===== config.mk =====
export PLATFORM = sky130hd
export DESIGN_NAME = div_unit_flat
export DESIGN_NICKNAME = d
export VERILOG_FILES = /design/src/rtl/div_unit_pkg.sv /design/src/rtl/div_if.sv /design/src/rtl/div_unit.sv /design/src/flat_wrapper.sv
export SDC_FILE = /design/constraint.sdc
export NUM_CORES = 1
export LEC_CHECK = 0
export CAP_MARGIN = 20
export CORE_MARGIN = 2
export CORE_UTILIZATION = 23
export CTS_CLUSTER_DIAMETER = 120
export DETAILED_ROUTE_END_ITERATION = 10
export GPL_TIMING_DRIVEN = 0
export PLACE_DENSITY = 0.4
export SYNTH_ARGS = -nofsm -noshare
export SYNTH_HDL_FRONTEND = slang
export SYNTH_SLANG_ARGS = --single-unit

===== constraint.sdc =====
create_clock -name clk -period 4.8 [get_ports clk]
set_input_delay 0.72 -clock clk [delete_from_list [all_inputs] [get_ports clk]]
set_output_delay 0.72 -clock clk [all_outputs]
set_load 0.02 [all_outputs]

===== src/rtl/div_unit_pkg.sv =====
// div_unit_pkg: shared ALU control codes and datapath width for the EX-stage divider
package div_unit_pkg;
  localparam int DIV_W = 32;
  localparam logic [4:0] SIG_ALU_DIV = 5'b11010;
  localparam logic [4:0] SIG_ALU_DIVU = 5'b11011;
endpackage


===== src/rtl/div_if.sv =====
// div_if: EX-stage request/response bundle between the pipeline and the divider
interface div_if;
  import div_unit_pkg::*;
  logic [4:0] alucontrolE;
  logic validE;
  logic flushE;
  logic [DIV_W-1:0] srcaE;
  logic [DIV_W-1:0] srcbE;
  logic div_stall;
  logic div_valid;
  logic [DIV_W-1:0] hi_out;
  logic [DIV_W-1:0] lo_out;
  modport master(output alucontrolE, validE, flushE, srcaE, srcbE, input div_stall, div_valid, hi_out, lo_out);
  modport slave(input alucontrolE, validE, flushE, srcaE, srcbE, output div_stall, div_valid, hi_out, lo_out);
endinterface


===== src/rtl/div_unit.sv =====
// div_unit: iterative restoring signed/unsigned divider producing {HI=remainder, LO=quotient}
module div_unit
  import div_unit_pkg::*;
#(
  parameter int DATA_W = 32,
  parameter int ITERS = DATA_W
) (
  input logic clk,
  input logic rst,
  div_if.slave d
);
  localparam logic [1:0] IDLE = 2'd0, BUSY = 2'd1, DZERO = 2'd2, DONE = 2'd3;
  localparam int CW = $clog2(ITERS);
  logic [1:0] state, state_n;
  logic sgn, start, bzero, sign_q, sign_r;
  logic [CW-1:0] count;
  logic [DATA_W-1:0] rem, quo, absb, abs_a, abs_b, hi_q, lo_q, hi_fix, lo_fix;
  logic [DATA_W:0] diff;
  assign sgn = d.alucontrolE == SIG_ALU_DIV;
  assign bzero = d.srcbE == '0;
  assign start = d.validE & ~d.flushE & (sgn | d.alucontrolE == SIG_ALU_DIVU) & state == IDLE;
  assign abs_a = (sgn & d.srcaE[DATA_W-1]) ? -d.srcaE : d.srcaE;
  assign abs_b = (sgn & d.srcbE[DATA_W-1]) ? -d.srcbE : d.srcbE;
  assign diff = {rem, quo[DATA_W-1]} - {1'b0, absb};
  assign hi_fix = sign_r ? -rem : rem;
  assign lo_fix = sign_q ? -quo : quo;
  // state register
  always_ff @(posedge clk)
    if (rst) state <= IDLE;
    else state <= state_n;
  // next state; a flush cancels whatever is in flight
  always_comb
    state_n = d.flushE ? IDLE :
              state == IDLE ? (start ? (bzero ? DZERO : BUSY) : IDLE) :
              state == BUSY ? (count == CW'(ITERS - 1) ? DONE : BUSY) :
              state == DZERO ? DONE : IDLE;
  // outputs; results are shown live in DONE and held from hi_q/lo_q otherwise
  always_comb begin
    d.div_stall = ~d.flushE & (start | state == BUSY | state == DZERO);
    d.div_valid = ~d.flushE & state == DONE;
    d.hi_out = d.div_valid ? hi_fix : hi_q;
    d.lo_out = d.div_valid ? lo_fix : lo_q;
  end
  // datapath: divide-by-zero loads its fixed result at start and clears signs to skip the fix-up
  always_ff @(posedge clk)
    if (rst) begin
      {sign_q, sign_r, count, rem, quo, absb, hi_q, lo_q} <= '0;
    end else begin
      if (start) begin
        sign_q <= sgn & ~bzero & (d.srcaE[DATA_W-1] ^ d.srcbE[DATA_W-1]);
        sign_r <= sgn & ~bzero & d.srcaE[DATA_W-1];
        absb <= abs_b;
        count <= '0;
        rem <= bzero ? d.srcaE : '0;
        quo <= bzero ? '1 : abs_a;
      end else if (state == BUSY) begin
        rem <= diff[DATA_W] ? {rem[DATA_W-2:0], quo[DATA_W-1]} : diff[DATA_W-1:0];
        quo <= {quo[DATA_W-2:0], ~diff[DATA_W]};
        count <= count + 1'b1;
      end
      if (d.div_valid) begin
        hi_q <= hi_fix;
        lo_q <= lo_fix;
      end
    end
endmodule

===== src/flat_wrapper.sv =====
// flat-port wrapper written by rule: the top's interface ports become plain ports
module div_unit_flat import div_unit_pkg::*;
#(
  parameter int DATA_W = 32,
  parameter int ITERS = DATA_W
)
  (clk, rst, d_alucontrolE, d_validE, d_flushE, d_srcaE, d_srcbE, d_div_stall, d_div_valid, d_hi_out, d_lo_out);
  div_if d_i ();
  input logic clk;
  input logic rst;
  input wire logic [$bits(d_i.alucontrolE)-1:0] d_alucontrolE;
  input wire logic [$bits(d_i.validE)-1:0] d_validE;
  input wire logic [$bits(d_i.flushE)-1:0] d_flushE;
  input wire logic [$bits(d_i.srcaE)-1:0] d_srcaE;
  input wire logic [$bits(d_i.srcbE)-1:0] d_srcbE;
  output wire logic [$bits(d_i.div_stall)-1:0] d_div_stall;
  output wire logic [$bits(d_i.div_valid)-1:0] d_div_valid;
  output wire logic [$bits(d_i.hi_out)-1:0] d_hi_out;
  output wire logic [$bits(d_i.lo_out)-1:0] d_lo_out;
  assign d_i.alucontrolE = d_alucontrolE;
  assign d_i.validE = d_validE;
  assign d_i.flushE = d_flushE;
  assign d_i.srcaE = d_srcaE;
  assign d_i.srcbE = d_srcbE;
  assign d_div_stall = d_i.div_stall;
  assign d_div_valid = d_i.div_valid;
  assign d_hi_out = d_i.hi_out;
  assign d_lo_out = d_i.lo_out;
  div_unit #(.DATA_W(DATA_W), .ITERS(ITERS)) u_core (.clk(clk), .rst(rst), .d(d_i));
endmodule

**Yosys cells after proc, flatten, opt, wreduce, memory -nomap -nowiden**

Cells that the tools add are included.

- Bits in registers: 169
- Logic and storage cells: 62
- Input bits: 73
- Output and inout port bits: 66

- Reduce and logical (&&, ||, !) cells: 5
- Add/subtract/negate cells: 6
- Bitwise logic cells: 17
- Equality and inequality tests: 6
- Muxes and demuxes: 19

Operators by type and width:

| kind | count |
|---|---|
| $mux W32 | 13 |
| $neg A32 Y32 | 4 |
| $sub A33 B32 Y33 | 1 |
| $logic_not A32 Y1 | 1 |
| $eq A5 B5 Y1 const B | 3 |
| $mux W2 | 6 |
| $and A1 B1 Y1 | 10 |
| $add A5 B1 Y5 const B | 1 |
| $eq A2 B2 Y1 const B | 2 |
| $reduce_or A2 Y1 | 2 |
| $not A1 Y1 | 3 |
| $or A1 B1 Y1 | 3 |
| $eq A2 B1 Y1 const B | 1 |
| $logic_not A2 Y1 | 1 |
| $reduce_bool A2 Y1 | 1 |
| $xor A1 B1 Y1 | 1 |

**Depth between registers and ports, before layout**

Gate-level depths: netlist of the first run.

- Depth after elaboration: 7
- Depth in mapped cells: 14
- Mapped depth without buffers: 12

**Least setup slack after synthesis of the first run**

No wires, ideal clock.

- Path type: register to output
- Start point: reg u_core.rem[2]
- End point: out d_hi_out[26]
- Cell stages (with the launch flop): 9
- Data required time: 4.080 ns
- Slack: 0.970 ns
- Buffers on the path: 0
- Arrival time: 3.110 ns
- Path through: dfxtp_1 or3_1 or3b_2 or2_2 or4_1 or3_1 o21ai_0 xor2_1 o21ai_0

- Longest elaborated chain between the ends: 3

Ends and longest elaborated chain:

| element | line | RTL |
|---|---|---|
| from (decl) | div_unit.sv:17 | `logic [DATA_W-1:0] rem, quo, absb, abs_a, abs_b, hi_q, lo_q, hi_fix, lo_fix;` |
| from (signal assigned) | div_unit.sv:54 | `rem <= bzero ? d.srcaE : '0;` |
| from (signal assigned) | div_unit.sv:57 | `rem <= diff[DATA_W] ? {rem[DATA_W-2:0], quo[DATA_W-1]} : diff[DATA_W-1:0];` |
| $neg A32 Y32 | div_unit.sv:25 | `assign hi_fix = sign_r ? -rem : rem;` |
| $mux W32 | div_unit.sv:25 |  |
| $mux W32 | div_unit.sv:41 | `d.hi_out = d.div_valid ? hi_fix : hi_q;` |
| to (decl) | flat_wrapper.sv:18 | `output wire logic [$bits(d_i.hi_out)-1:0] d_hi_out;` |

Every way passes these cells.

**Final worst setup path of the first run**

Ends and elaborated chain as after synthesis.

==> results of run 1 <==
-- power breakdown --
group / switching [mW] / internal [mW]
registers: 0.0194 / 1.41
clock network: 0.649 / 0.865
logic: 0.426 / 0.299
-- sequential cells by signal, summed over array words and instances (netlist names) --
name,cells
u_core.absb,32
u_core.sign_q,1
u_core.state,2
u_core.quo,32
u_core.lo_q,32
u_core.count,5
u_core.hi_q,32
u_core.sign_r,1
u_core.rem,32
-- critical path, cell delays in order (launching register included) --
cell and delay (ns):
dfxtp_1 0.40, or3_1 0.43, or3b_2 0.53, or2_2 0.32, or4_1 0.48, or3_1 0.41, o21ai_0 0.21, xor2_1 0.11
o21ai_0 0.22, dlygate4sd2_1 0.37
-- area by class of cell --
cell class | count | area share [%]
repair buffers | 142 | 9.79
flip-flops and latches | 169 | 23.6
clock buffers | 23 | 3.34
multi-input cells | 1130 | 52.4
well taps | 664 | 5.80
inverters | 58 | 1.52
plain buffers | 90 | 2.59
clock inverters | 9 | 0.969
-- stage by stage --
step / worst slack [ns] / util, % / hold slack, ns / area, sq um
global route: -0.0613 / 29.3 / 0.502 / 14300
floorplan: 0.970 / - / 0.432 / 11400
finish: 0.151 / 29.3 / 0.477 / 14300
detailed placement: -0.735 / 27.9 / 0.468 / 13600
CTS: 0.0290 / 29.2 / 0.478 / 14300
global placement: -0.797 / 27.8 / 0.445 / 13600
-- final timing paths --
path | from | end | slack, ns | depth (start not counted)
worst max-delay path | u_core.rem[2]$_SDFFE_PP0P_ | d_hi_out[26] | 0.15 | 9
worst max register to register | u_core.rem[0]$_SDFFE_PP0P_ | u_core.rem[19]$_SDFFE_PP0P_ | 0.28 | 13
worst min-delay path | u_core.absb[0]$_SDFFE_PP0P_ | u_core.absb[0]$_SDFFE_PP0P_ | 0.48 | 2
worst min register to register | u_core.absb[0]$_SDFFE_PP0P_ | u_core.absb[0]$_SDFFE_PP0P_ | 0.48 | 2
-- repair_timing --
item,4_1_cts,5_1_grt
buffers inserted,1,2
setup endpoints to repair,40,26
pin swaps,2,2
resized for setup,15,20
-- metal layers --
metal	track usage (%)	up-vias	wire length [um]
li1	-	5518	-
met1	25.5	5432	22500
met2	27.7	297	20000
met3	2.46	48	2210
met4	5.62	4	1080
met5	0	-	23
-- logic make-up after synthesis --
logic type / Yosys count
flops: 169
fa+ha+maj: 43
compound gates: 428
mux: 51
simple gates: 465
buf+inv: 149
xor+xnor: 143
-- cell usage after synthesis, drive strengths merged, types with 2 or more instances --
master and instances:
and3 8, inv 58, xor2 103, clkbuf 77, nand2 146, and2 4
nand4b 2, nand4 13, buf 14, nor2b 72, a2111oi 2, o211ai 5
a21o 13, o221ai 4, a31oi 14, a211oi 49, nand2b 10, o41ai 13
a311oi 6, o21a 3, o31a 3, nand3 9, or3b 2, nor4 10
o31ai 37, o21bai 7, o21ai 121, or4 17, nor2 97, mux2 16
or2 4, or3 30, nor3 40, a211o 3, a21oi 99, a21boi 3
dfxtp 169, ha 42, o22ai 2, xnor2 40, mux2i 35, a221oi 23
a22oi 16
==> impl_results.md, run 1 <==
- Status: complete, no violations
- CTS Buffer Depth: 2
- Die area: 51500 sq um
- Total gr overflow: 0
- Setup Viol. Count Final: 0
- Critical path fanouts, max: 7
- TNS Setup: 0 ns
- Worst-path clk slew: 0.07 ns
- Num CTS Buffers: 17
- Mux cell area share after synthesis: 4.64%
- Fin nets: 1724
- Ys async rst share: 0%
- Sequential element share of the synthesized area: 29.6%
- Crit. End Element: output port
- Yosys reg bits: 169
- Vias/cell: 4.94
- Leak: 5.18 nW
- Vias: 11300
- Multi-input logic area: 7500 sq um
- Layout area overhead: 25.4%
- Routability Congestion: 0.847
- Fmax: 215 MHz
- Total Wirelength: 45700 um
- Std-Cell Rows: 81
- HP Class: reg2reg
- I/O pin count: 139
- Power Total: 3.67 mW
- Die Height: 227 um
- Post-Syn Nets: 1564
- Clk_lat worst skew: 0.47 ns
- Vias in the first global route: 11100
- Final period utilization: 96.9%
- Most common cell after layout, fill and taps aside: dfxtp_1
- Detail Route Antenna Nets: 0
- Fin crit period: 4.65 ns
- Crit Path Class: reg2out
- XOR/XNOR share of the synthesized area: 11.0%
- Ys Warns: 0
- Synth Area in Compound Gates: 24.8%
- Synth Area in Simple Gates: 20.1%
- Post-Syn Area: 11400 sq um
- Slew headroom: 30.3%
- Largest cells by area after synthesis: dfxtp_1, xor2_1, o21ai_0
- Max IR drop VDD: 253 uV
- Root buffer cell: clkbuf_16
- CP Launch Type: flop
- CTS tree: yes
- Core box area: 49000 sq um
- # fillers: 5394
- Worst Path Required: 4.08 ns
- Top cell type's share of synthesized area: 29.6%
- Power density over the cells: 256 nW/um^2
- TritonCTS Sinks: 169
- Critical Path AT: 3.93 ns
- Layout cell share with drive strength beyond 1: 6.23%
- Initial Util: 23.3%
- Cell count after synthesis: 1448
- MaxCap Viol Count: 0
- Violation count after the first detailed-routing iteration: 600
- Slew Viols, Final: 0
- Commonest cells after routing, fill and taps aside: dfxtp_1, nand2_1, clkdlybuf4s50_1
- Port Buffer Count: 137
- Setup Skew: 0.0173 ns
- Hpwl dp: 36300 um
- DRC viols: 0
- Antenna violations before repair: 4
- Register area: 3380 sq um
- H-tree depth: 4
- TritonRoute pass-1 iters: 5
- Hold_buf cts: 0
- Post-Layout Cell Count: 2285
- Total GRT Usage: 17.9%
- Actual slew at the worst max-slew pin: 1.04 ns
- Area share of fa/ha/maj cells after synthesis: 4.77%
- Hold Vio Cnt, Final: 0
- Inst Count DP: 2251
- Syn avg cell area: 7.89 sq um
- Die W: 227 um
- Predominant post-synthesis flop cell: dfxtp_1
- # diodes: 0
- Largest family of logic cells by synthesized area: compound AO/OA/AOI/OAI gates
- DR WL/cell: 20.0 um
- RSZ-0062 raised after global routing: true
- Post-synth EDFFs: 0
- Post-synth cell types: 59
- Largest net degree at the start of global routing: 17
- First-pass GRT wire length: 68900 um
- Post-synth top area cell: dfxtp_1
No activity file was read; power rests on OpenSTA's default activity.
==> run 2: changes to the inputs <==
Settings changed: CORE_UTILIZATION 23 to 30, PLACE_DENSITY 0.4 to 0.48, RECOVER_POWER from default to 25, SLEW_MARGIN from default to 20.
==> run 2 against run 1 <==
  * Clock-buffer cell count fell by 4
  * Design area is 1.6% lower
  * Critical path type is now in2reg
  * Worst setup slack got worse by 0.022 ns
  * Hold slack lost 0.010 ns
  * Highest routed layer is now met4
  * Fmax down 0.46%
  * Sequential power is essentially flat
  * Via count is 0.96% lower
  * Cell count is 6.7% lower
  * Sequential share of layout area is 0.39 points higher
  * Routed wire length decreased by 8.1%
  * Combinational power is 2% lower
  * Critical path depth unchanged
==> impl_results.md, run 2 (synthesis results as in run 1) <==
- Critical path fanouts, max: 5 (-2)
- Setup Skew: 0.0155 ns (-0.00177 ns)
- DP Area: 13400 sq um (-1.4%)
- Setup Viol. Count Final: 0 (unchanged)
- Hold endpoint: u_core.absb[0]$_SDFFE_PP0P_
- Post-Place Worst Slack: -0.611 ns (+0.125 ns)
- Worst-path cell chain: dlygate4sd3_1, or4_4, or3_1, or4_4, or4_4, or2_2, nor4_1, a21oi_1, a221oi_1
- Max IR drop VDD: 151 uV (-40%)
- Actual slew at the worst max-slew pin: 1.22 ns (+0.181 ns)
- CTS tree: yes
- Die area: 39700 sq um (-23%)
- First-pass GRT wire length: 64300 um (-6.8%)
- Power density over the cells: 254 nW/um^2 (-0.72%)
- Routability Congestion: 0.888 (+4.8%)
- Hold_sp: u_core.absb[0]$_SDFFE_PP0P_
- Total GRT Usage: 21.3% (+3.4 points)
- R2R Path End: u_core.rem[19]$_SDFFE_PP0P_
- Layout cell share with drive strength beyond 1: 6.30% (+0.066 points)
- Worst setup margin: 0.129 ns (-0.0215 ns)
- # fillers: 3929 (-27%)
- Violation count after the first detailed-routing iteration: 788 (+31%)
- Layout Utilization: 37.5% (+8.2 points)
- Num CTS Buffers: 17 (unchanged)
- Initial Util: 30.4% (+7.1 points)
- Worst hold slack: 0.467 ns (-0.0105 ns)
- Fin nets: 1723 (-0.058%)
- Hold Vio Cnt, Final: 0 (unchanged)
- MaxCap Viol Count: 0 (unchanged)
- Total Wirelength: 42000 um (-8.1%)
- Fin crit period: 4.67 ns (+0.0215 ns)
- RSZ-0062 raised after global routing: true
- Hold Path Depth: 2 (unchanged)
- Reg2Reg Launch Point: u_core.quo[31]$_SDFFE_PP0P_
- TritonRoute pass-1 iters: 7 (+2)
- Most common cell after layout, fill and taps aside: dfxtp_1
- Antenna violations before repair: 0 (-4)
- Fmax: 214 MHz (-0.46%)
- I/O pin count: 139 (unchanged)
- Layout area overhead: 23.4%
- CP Launch Type: input pin
- Crit-path most repeated cell: or4_4
- Core box area: 37600 sq um (-23%)
- Power Total: 3.58 mW (-2.3%)
- Vias: 11200 (-0.96%)
- Slew headroom: 18.2% (-12 points)
- Largest net degree at the start of global routing: 17 (unchanged)
- Slowest-stage cell, CP: nor4_1
- Detail Route Antenna Nets: 0 (unchanged)
- Status: complete, no violations
- Worst path top cell family by delay: simple AND/OR/NAND/NOR gates
- # diodes: 0 (unchanged)
- Port Buffer Count: 137 (unchanged)
- Final Cell Area: 14100 sq um (-1.6%)
- CTS Buffer Depth: 2 (unchanged)
- Total gr overflow: 0 (unchanged)
- Die Height: 199 um (-12%)
- Die W: 199 um (-12%)
- HP Class: reg2reg
- Crit. End Element: flop
- Critical Path AT: 5.03 ns (+1.10 ns)
- Worst Reg2Reg Path Length in Cells: 14 (+1)
- Crit Path Class: in2reg
- Final period utilization: 97.3% (+0.45 points)
- Hpwl dp: 33100 um (-8.9%)
- DR WL/cell: 19.7 um (-1.5%)
- Vias in the first global route: 10800 (-3.1%)
- Slew Viols, Final: 0 (unchanged)
- Leak: 5.14 nW (-0.78%)
- Worst Path Required: 5.16 ns (+1.08 ns)
- DRC viols: 0 (unchanged)
- Clk_lat worst skew: 0.45 ns (-0.02 ns)
- Worst-path clk slew: 0.07 ns (about the same)
- Vias/cell: 5.25 (+6.2%)
- H-tree depth: 4 (unchanged)
- Hold_buf cts: 0 (unchanged)
- TritonCTS Sinks: 169 (unchanged)
- CP Buf/Inv Count: 1 (unchanged)
- Std-Cell Rows: 71 (-12%)
- Root buffer cell: clkbuf_16
- Commonest cells after routing, fill and taps aside: dfxtp_1, nand2_1, clkdlybuf4s50_1
- R2r setup slk: 0.37 ns (+0.09 ns)
- Crit-path max cell delay: 0.93 ns (+0.40 ns)
## run 2: repair_timing
action                                  CTS  global route
endpoints found under the setup margin   41            24
pin swaps                                 2             2
setup buffers                             1             2
resized for setup                        15            20
## run 2: worst register-to-register path, delay by kind of cell (launching register included)
kind / cells / cell delay [ns]
compound gates: 7 / 1.91
buf+inv: 3 / 0.79
fa+ha+maj: 2 / 0.60
mux: 1 / 0.40
flops: 1 / 0.36
simple gates: 1 / 0.21
## run 2: through the flow
stage / TNS (ns) / instances
finish: 0 / 2131
global placement: -7.32 / 2096
CTS: 0 / 2130
floorplan: 0 / 1448
detailed placement: -7.67 / 2097
global route: -0.0155 / 2131
## run 2: routing by layer
metal / up-vias / global-route usage [%] / routed length, um
met3: 38 / 3.63 / 2660
met5: - / 0 / 0
met1: 5278 / 30.4 / 20200
met2: 351 / 32.9 / 18400
li1: 5524 / - / -
met4: 0 / 5.86 / 770
## run 2: power breakdown
group,internal (mW),switching (mW)
combinational,0.297,0.416
clock,0.799,0.640
sequential,1.41,0.0192
## run 2: worst max path at each step
stage | start | end | cells after the start
after floorplan | u_core.rem[2]$_SDFFE_PP0P_ | d_hi_out[26] | 8
after global placement | u_core.rem[0]$_SDFFE_PP0P_ | u_core.rem[26]$_SDFFE_PP0P_ | 13
after detailed placement | u_core.rem[0]$_SDFFE_PP0P_ | u_core.rem[26]$_SDFFE_PP0P_ | 13
after CTS | d_alucontrolE[1] | d_div_stall | 10
after global routing | u_core.rem[6]$_SDFFE_PP0P_ | d_hi_out[27] | 9
final | d_srcbE[8] | u_core.rem[0]$_SDFFE_PP0P_ | 9
## run 2: cell type report
type	instances	area (sq um)	share of cell area, %
plain buffers	90	373	2.65
clock buffers	19	453	3.21
multi-input cells	1130	7500	53.2
clock inverters	13	141	1.00
inverters	58	218	1.54
repair buffers	141	1390	9.84
flip-flops and latches	169	3380	24.0
well taps	511	639	4.54
==> run 3: changes to the inputs <==
Settings changed: GPL_TIMING_DRIVEN 0 to default.
==> run 3 against run 2 <==
  * The run now ends with capacitance limit, slew limit left
  * Non-clock buffer count down 62
  * Fmax up 1.8%
  * Power down 1.6%
  * Via count down 5.3%
  * Global-route usage down 2.7 points
  * Highest routed layer is now met5
  * Design area down 0.99%
  * First-iteration DRC count down 12%
  * Flip-flop and latch count unchanged
  * Sequential power about the same
  * Register-to-register slack better by 0.07 ns
  * Routed wire length down 13%
  * Combinational power down 2%
==> impl_results.md, run 3 (synthesis results as in run 1) <==
- Commonest cells after routing, fill and taps aside: dfxtp_1, nand2_1, clkdlybuf4s50_1
- Routability Congestion: 0.876 (-1.3%)
- Crit. End Element: output port
- Worst Reg2Reg Path Length in Cells: 12 (-2)
- I/O pin count: 139 (unchanged)
- Core box area: 37600 sq um (unchanged)
- Worst-path clk slew: 0.07 ns (about the same)
- Layout area overhead: 22.2%
- Detail Route Antenna Nets: 0 (unchanged)
- Power density over the cells: 253 nW/um^2 (-0.61%)
- Worst path top cell family by delay: simple AND/OR/NAND/NOR gates
- HP Class: reg2reg
- Setup Viol. Count Final: 0 (unchanged)
- Final period utilization: 95.6% (-1.7 points)
- RSZ-0062 raised after global routing: false
- Slowest-stage cell, CP: or3b_2
- Slew headroom: -73.3% (-91 points)
- Final Cell Area: 14000 sq um (-0.99%)
- Die W: 199 um (unchanged)
- Initial Util: 30.4% (unchanged)
- Largest net degree at the start of global routing: 86 (+69)
- Std-Cell Rows: 71 (unchanged)
- Worst hold slack: 0.454 ns (-0.0125 ns)
- Hold Vio Cnt, Final: 0 (unchanged)
- Vias in the first global route: 10100 (-6.5%)
- Hpwl dp: 27600 um (-17%)
- Worst-path cell chain: or3_1, or3b_2, or2_2, or4_1, or3_1, o21ai_0, xor2_1, o21ai_0, dlygate4sd2_1
- Hold Path Depth: 2 (unchanged)
- Hold_buf cts: 0 (unchanged)
- Post-CTS setup repair buffer count: 0 (-1)
- Clk_lat worst skew: 0.46 ns (about the same)
- CTS tree: yes
- Critical Path AT: 3.87 ns (-1.16 ns)
- CTS Buffer Depth: 2 (unchanged)
- DR WL/cell: 17.6 um (-11%)
- Vias/cell: 5.12 (-2.5%)
- Violation count after the first detailed-routing iteration: 691 (-12%)
- First-pass GRT wire length: 57200 um (-11%)
- H-tree depth: 4 (unchanged)
- Total GRT Usage: 18.7% (-2.7 points)
- Die area: 39700 sq um (unchanged)
- Max IR drop VDD: 202 uV (+34%)
- Layout cell share with drive strength beyond 1: 7.57% (+1.3 points)
- Worst setup margin: 0.213 ns (+0.0834 ns)
- Crit-path max cell delay: 0.53 ns (-0.40 ns)
- Total Wirelength: 36500 um (-13%)
- MaxCap Viol Count: 1 (+1)
- CP Buf/Inv Count: 1 (unchanged)
- Crit Path Class: reg2out
- Fin nets: 1661 (-3.6%)
- Antenna violations before repair: 3 (+3)
- Fmax: 218 MHz (+1.8%)
- Fin crit period: 4.59 ns (-0.0834 ns)
- Post-Place Worst Slack: 0.345 ns (+0.956 ns)
- TNS Setup: 0 ns (unchanged)
- Most common cell after layout, fill and taps aside: dfxtp_1
- Port Buffer Count: 138 (+0.73%)
- Die Height: 199 um (unchanged)
- Failing checks: capacitance limit, slew limit
- Leak: 5.19 nW (+1.1%)
- Setup Skew: 0.0159 ns (+0.000358 ns)
- Vias: 10600 (-5.3%)
- Slew Viols, Final: 68 (+68)
- TritonCTS Sinks: 169 (unchanged)
- Actual slew at the worst max-slew pin: 2.60 ns (+1.38 ns)
- DRC viols: 0 (unchanged)
- Worst Path Required: 4.08 ns (-1.08 ns)
- Root buffer cell: clkbuf_16
- DP Area: 13400 sq um (-0.61%)
- CP Launch Type: flop
- Status: complete, but fails checks
- Total gr overflow: 0 (unchanged)
- Levels on crit path: 9 (unchanged)
- Num CTS Buffers: 17 (unchanged)
- Critical path fanouts, max: 7 (+2)
- TritonRoute pass-1 iters: 5 (-2)
==> run 3: tightest hold or removal path, cell delays in order (launching register included) <==
cell and delay (ns):
dfxtp_1 0.31, nand2_1 0.05, a21oi_1 0.05
==> run 3: final timing paths <==
path	end	slack (ns)	startpoint
worst max-delay path	d_hi_out[24]	0.21	u_core.rem[2]$_SDFFE_PP0P_
worst min-delay path	u_core.absb[31]$_SDFFE_PP0P_	0.45	u_core.absb[31]$_SDFFE_PP0P_
worst max register to register	u_core.rem[10]$_SDFFE_PP0P_	0.44	u_core.rem[0]$_SDFFE_PP0P_
worst min register to register	u_core.absb[31]$_SDFFE_PP0P_	0.45	u_core.absb[31]$_SDFFE_PP0P_
==> run 3: cell type report <==
type	instances	area, sq um
fillers	3983	23600
multi-input cells	1130	7490
flip-flops and latches	169	3380
repair buffers	169	1640
well taps	511	639
clock buffers	18	439
inverters	58	218
clock inverters	14	140
diodes	1	2.50
==> run 3: through the flow <==
| stage | utilization, % | cells | total power [mW] |
|---|---|---|---|
| floorplan | - | 1448 | 1.90 |
| global placement | 35.6 | 2036 | 2.15 |
| detailed placement | 35.6 | 2036 | 2.15 |
| CTS | 37.1 | 2068 | 3.56 |
| global route | 37.1 | 2069 | 3.69 |
| finish | 37.1 | 2070 | 3.53 |
==> run 3: where the power goes <==
group          switching [mW]  internal [mW]  leakage [nW]
clock network           0.658          0.741         0.280
logic                   0.394          0.307          3.55
registers              0.0160           1.41          1.36
==> run 3: per-layer routing <==
layer / vias to the layer above / share of wire [%] / global-route usage [%] / wire, um
met4: 2 / 1.7 / 5.33 / 605
met2: 227 / 43 / 28.6 / 15600
met5: - / 0.036 / 0 / 13
met3: 34 / 4.5 / 2.73 / 1640
li1: 5408 / - / - / -
met1: 4932 / 51 / 27.0 / 18600
==> run 3: repair_timing <==
action                                  CTS  global route
resized for setup                         9            13
pin swaps                                 0             0
endpoints found under the setup margin    9             9
